File: config.mk
export PLATFORM = sky130hd
export DESIGN_NAME = generation_sequencer
export DESIGN_NICKNAME = d
export VERILOG_FILES = /design/src/rtl/generation_sequencer.sv
export SDC_FILE = /design/constraint.sdc
export NUM_CORES = 2
export LEC_CHECK = 0
export CAP_MARGIN = 40
export CELL_PAD_IN_SITES_DETAIL_PLACEMENT = 2
export CELL_PAD_IN_SITES_GLOBAL_PLACEMENT = 2
export CORE_AREA = 2 2 341 343
export CTS_BUF_LIST = sky130_fd_sc_hd__clkbuf_16
export CTS_CLUSTER_SIZE = 24
export DETAILED_ROUTE_END_ITERATION = 10
export DIE_AREA = 0 0 343 345
export PLACE_DENSITY_LB_ADDON = 0.1
export SYNTH_ARGS = -nofsm -noshare
export SYNTH_HDL_FRONTEND = slang
export SYNTH_SLANG_ARGS = --single-unit
export TNS_END_PERCENT = 5
File: constraint.sdc
create_clock -name clk -period 7.1 [get_ports clk]
set_input_delay 1.42 -clock clk [delete_from_list [all_inputs] [get_ports clk]]
set_output_delay 1.42 -clock clk [all_outputs]
set_load 0.01 [all_outputs]
File: src/rtl/generation_sequencer.sv
// Computes one Game of Life generation on a 16x16 board with dead (non-wrapping) borders.
// It sweeps one row per cycle from a frozen snapshot into a shadow buffer, then commits it.
module generation_sequencer #(
   parameter int GEN_W = 8
) (
   input  logic                  clk,
   input  logic                  reset,
   input  logic                  step,
   input  logic [15:0][15:0]     grid_in,
   output logic [15:0][15:0]     grid_next,
   output logic                  busy,
   output logic                  done,
   output logic [GEN_W-1:0]      gen_count,
   output logic                  stable,
   output logic                  extinct,
   output logic [1:0]            dbg_state
);

   typedef enum logic [1:0] {
      IDLE   = 2'd0,
      LOAD   = 2'd1,
      SWEEP  = 2'd2,
      COMMIT = 2'd3
   } state_t;

   state_t             state_q, state_d;
   logic [15:0][15:0]  snap_q, snap_d;
   logic [15:0][15:0]  shadow_q, shadow_d;
   logic [15:0][15:0]  grid_q, grid_d;
   logic [3:0]         row_q, row_d;
   logic               done_q, done_d;
   logic [GEN_W-1:0]   gen_q, gen_d;
   logic               stable_q, stable_d;
   logic               extinct_q, extinct_d;

   logic [15:0]        row_above, row_cur, row_below, row_new;
   logic [17:0]        a_pad, m_pad, b_pad;
   logic [3:0]         nbr;

   // Rows outside the board read as all-dead; the 18-bit pads do the same for columns.
   always_comb begin
      row_above = (row_q == 4'd0)  ? 16'd0 : snap_q[row_q - 4'd1];
      row_cur   = snap_q[row_q];
      row_below = (row_q == 4'd15) ? 16'd0 : snap_q[row_q + 4'd1];
      a_pad     = {1'b0, row_above, 1'b0};
      m_pad     = {1'b0, row_cur, 1'b0};
      b_pad     = {1'b0, row_below, 1'b0};
      row_new   = '0;
      nbr       = '0;
      for (int c = 0; c < 16; c++) begin
         nbr = {3'd0, a_pad[c]} + {3'd0, a_pad[c+1]} + {3'd0, a_pad[c+2]}
             + {3'd0, m_pad[c]}                      + {3'd0, m_pad[c+2]}
             + {3'd0, b_pad[c]} + {3'd0, b_pad[c+1]} + {3'd0, b_pad[c+2]};
         row_new[c] = (nbr == 4'd3) || (row_cur[c] && (nbr == 4'd2));
      end
   end

   always_comb begin
      state_d   = state_q;
      snap_d    = snap_q;
      shadow_d  = shadow_q;
      grid_d    = grid_q;
      row_d     = row_q;
      done_d    = 1'b0;
      gen_d     = gen_q;
      stable_d  = stable_q;
      extinct_d = extinct_q;
      case (state_q)
         IDLE: begin
            if (step) state_d = LOAD;
         end
         LOAD: begin
            snap_d  = grid_in;
            row_d   = 4'd0;
            state_d = SWEEP;
         end
         SWEEP: begin
            shadow_d[row_q] = row_new;
            if (row_q == 4'd15) state_d = COMMIT;
            else                row_d   = row_q + 4'd1;
         end
         COMMIT: begin
            grid_d    = shadow_q;
            done_d    = 1'b1;
            stable_d  = (shadow_q == snap_q);
            extinct_d = (shadow_q == '0);
            if (gen_q != {GEN_W{1'b1}}) gen_d = gen_q + 1'b1;
            state_d   = IDLE;
         end
         default: state_d = IDLE;
      endcase
   end

   always_ff @(posedge clk) begin
      if (reset) begin
         state_q   <= IDLE;
         snap_q    <= '0;
         shadow_q  <= '0;
         grid_q    <= '0;
         row_q     <= '0;
         done_q    <= 1'b0;
         gen_q     <= '0;
         stable_q  <= 1'b0;
         extinct_q <= 1'b1;
      end else begin
         state_q   <= state_d;
         snap_q    <= snap_d;
         shadow_q  <= shadow_d;
         grid_q    <= grid_d;
         row_q     <= row_d;
         done_q    <= done_d;
         gen_q     <= gen_d;
         stable_q  <= stable_d;
         extinct_q <= extinct_d;
      end
   end

   // done is registered so it coincides with the freshly loaded grid_next.
   assign grid_next = grid_q;
   assign busy      = (state_q != IDLE);
   assign done      = done_q;
   assign gen_count = gen_q;
   assign stable    = stable_q;
   assign extinct   = extinct_q;
   assign dbg_state = state_q;

endmodule

==> summary.txt <==
Global routing
  – Vias in the first global route: between 30000 and 40000
  – Overflow after GRT: 0
  – GR Util met1: 0.513
  – Met2 usage in global routing: 0.602
  – Busiest grt layer: met2
  – Pin count of the biggest net entering global routing: ~200
  – GR Util met3: 0.101
  – Initial antenna violation count: 24
  – First-pass GRT wire length: 327 mm
  – Total Routing Usage GR: 0.400

Drt
  – Vias: 37900
  – Residual DRC: 0
  – DR iter-0 viols: between 4000 and 5000
  – Drt total wl: about 240 mm
  – DR WL/cell: ~39 um
  – Post-route ant nets: 0
  – Vias per cell: approximately 6.1
  – Router iterations before antenna repair: 5

Layout
  – FF/Latch Area: ~16000 um2
  – Area of the multi-input gates: 22400 um2
  – Fraction of layout cells with a size suffix above 1: 0.0944
  – Final core occ: 0.432
  – Area Overhead vs Synth: 24.3%
  – Fill count: approximately 12000
  – Cell Count, Final, Fillers Out: a little over 6000
  – Nets@finish: around 5000
  – Design area: slightly below 50000 um2

Yosys
  – Mapped cell area: around 40000 um2
  – Syn Area/Cell: about 9.5 um2
  – Cell count after synthesis: 4193
  – Leading area contributor after synthesis: dfxtp_1
  – Ys flop type: dfxtp_1
  – Synth cell types: 44
  – Top cell type's share of synthesized area: 0.393
  – Number of synthesized register bits: a little under 800
  – Top post-synthesis cells by area: dfxtp_1, mux2i_1, mux4_2
  – Synth warn: 0
  – Number of synthesized flops with an enable pin: 0
  – Sequential share of the synthesized area: 0.393
  – Ys async rst share: 0
  – Post-Syn Nets: about 4600

Floorplanning
  – Initial Util: 0.347
  – Die width: ~340 um
  – Die height: 345 um
  – DIE AREA: 118000 um2
  – Placeable Area: between 100000 and 150000 um2
  – # rows: roughly 130
  – # IOs: 529

CTS
  – TritonCTS Sinks: approximately 790
  – Worst skew pair latency: ~0.71 ns
  – CTS tree: built
  – Cts repair resizes: 0
  – Hold Buf Count CTS: 0
  – Number of H-tree levels: 3
  – Clock transition at path regs: approximately 0.070 ns
  – CTS max path bufs: 3
  – Clock root cell: clkbuf_16
  – Post-CTS setup buffer count: 0
  – Total CTS buffers: slightly above 90

Timing
  – Final Hold Viols: 0
  – Slew headroom: 0.249
  – Fin Setup TNS: 0 ns
  – Hold slack: 0.493 ns
  – Worst clock skew: 0.0646 ns
  – Worst-margin pin slew: 1.13 ns
  – Min setup slack post-route: 0.813 ns
  – Final period utilization: 0.885
  – Highest clock rate: around 160 MHz
  – RSZ-0062 raised after global routing: false
  – Tmin final: between 6 and 7 ns
  – Max Slew Vio Count: 0
  – Setup violators final: 0

Worst setup path
  – CP arrival: 6.89 ns
  – Critical path's slowest cell: dfxtp_4
  – CP required: roughly 7.7 ns
  – Type of the worst setup path: reg -> reg
  – Register-to-register setup slack: between 0.8 and 0.9 ns
  – Most frequent cell on the critical path: fa_1
  – Worst r2r src: row_q[0]
  – Critical Path End Type: flip-flop
  – Crit-path max FO: 30
  – Crit path to: shadow_q[52]
  – Worst setup SP type: flip-flop
  – Path depth of the worst reg2reg path: 18
  – CP peak stage delay: around 0.6 ns
  – Worst r2r dst: shadow_q[52]
  – Worst path cell trace: inv_1 > ha_4 > buf_4 > mux4_2 > nand2_1 > nand3_1 > and3_1 > inv_1 > fa_1 > fa_1 > inv_1 > fa_1 > ha_1 > fa_1 > o21ai_0 > o211a_4 > nand2_1 > a21oi_1
  – Crit path from: row_q[0]

Pwr
  – Total chip power: roughly 17 mW
  – Worst vdd ir: 296 uV
  – PD cells: roughly 340 nW/um2
  – LEAKAGE: 17.9 nW

Run
  – MaxCap Viol Count: 0

Min path
  – Hold depth: 2
  – Worst hold path class: reg -> reg

Placed design
  – GPL Wtd Cong: about 1.0
  – Placed Instances: roughly 6000
  – I/O Buffers: roughly 530
  – Dpl ws: 0.853 ns
  – Post-DP Area: around 47000 um2
  – DPL Wire Length: between 150 and 200 mm

Status
  – Status: complete, no violations
## cell usage in the layout (no fill, tap or decap), types with 10 or more instances in the layout
master and n:
o2111ai_1 14, nand2_1 626, nand3_1 80, dfxtp_1 782, o21ai_0 17, mux4_2 208
clkinv_2 19, mux2i_1 541, buf_12 10, and3_1 17, nand4_1 53, nor2b_1 33
a22o_1 12, clkinv_1 19, nor4_1 99, a21oi_1 279, xnor2_1 80, clkdlybuf4s50_1 527
clkbuf_16 92, o22ai_1 32, o2bb2ai_1 12, fa_1 60, xor2_1 64, buf_4 61
nor3_1 14, o211a_4 12, inv_1 219, nor2_1 548, ha_1 52, nand2b_1 42
## layer usage
| layer | wire (um) | part of all wire |
|---|---|---|
| met4 | 17700 | 0.073 |
| met1 | 94800 | 0.39 |
| met3 | 24100 | 0.10 |
| met5 | 42 | 0.00017 |
| met2 | 105000 | 0.43 |
## how the worst min path moves through the flow
stage / slack (ns) / to / startpoint
2_1_floorplan: 0.46 / shadow_q[21] / shadow_q[21]
3_3_place_gp: 0.47 / grid_next[42] / grid_next[42]
3_5_place_dp: 0.48 / grid_next[78] / grid_next[78]
4_1_cts: 0.50 / grid_next[78] / grid_next[78]
5_1_grt: 0.53 / grid_next[220] / grid_next[220]
6_report: 0.49 / grid_next[78] / grid_next[78]
## cells by family after synthesis
kind of cell	count (synthesis)	synth area share
buffers and inverters	463	0.0488
flip-flops	785	0.393
AO/OA/AOI/OAI	410	0.0632
AND/OR/NAND/NOR	1524	0.163
adder cells (fa/ha/maj)	115	0.0473
multiplexers	749	0.253
XOR/XNOR	147	0.0322
## final cells by class
type	instances	share of cell area
inverters	198	0.0150
diodes	4	0.000201
clock inverters	71	0.0101
well taps	1524	0.0384
clock buffers	92	0.0463
repair buffers	612	0.123
multi-input cells	2945	0.450
flip-flops and latches	785	0.316
## cells in the mapped netlist, types with 5 or more instances
library cell,count
nor2b_1,33
nor3_1,14
o2bb2ai_1,12
o21ai_0,17
nand3_1,80
nor4_1,100
nand2b_1,42
a2111oi_0,5
buf_1,65
inv_1,198
dfxtp_1,785
xnor2_1,81
a221oi_1,7
xor2_1,66
buf_2,25
mux2i_1,541
o2111ai_1,14
fa_1,60
clkbuf_1,145
o211a_4,12
o22ai_1,32
ha_1,55
a22o_1,12
a2111o_1,8
a21oi_1,279
buf_4,12
nand4_1,53
nand2_1,626
and3_1,17
nor2_1,550
buf_6,18
mux4_2,208
## critical path, delay by kind of cell, from the launching register on
family | cells | cell delay, ns
simple gates | 4 | 0.54
buf+inv | 4 | 0.90
flops | 1 | 0.60
compound gates | 3 | 0.99
mux | 1 | 0.37
fa+ha+maj | 6 | 2.70
## state kept, by name (all words and copies together), names as in the netlist
| name | cells |
|---|---|
| grid_next | 256 |
| snap_q | 256 |
| gen_count | 8 |
| stable | 1 |
| row_q | 4 |
| extinct | 1 |
| dbg_state | 2 |
| done | 1 |
| shadow_q | 256 |
## report_power, final
group	internal (mW)	switching (mW)
Sequential	4.77	1.40
Clock	2.48	2.06
Combinational	2.49	3.71
Total	9.74	7.18
Power figures use the tool's default switching activity.
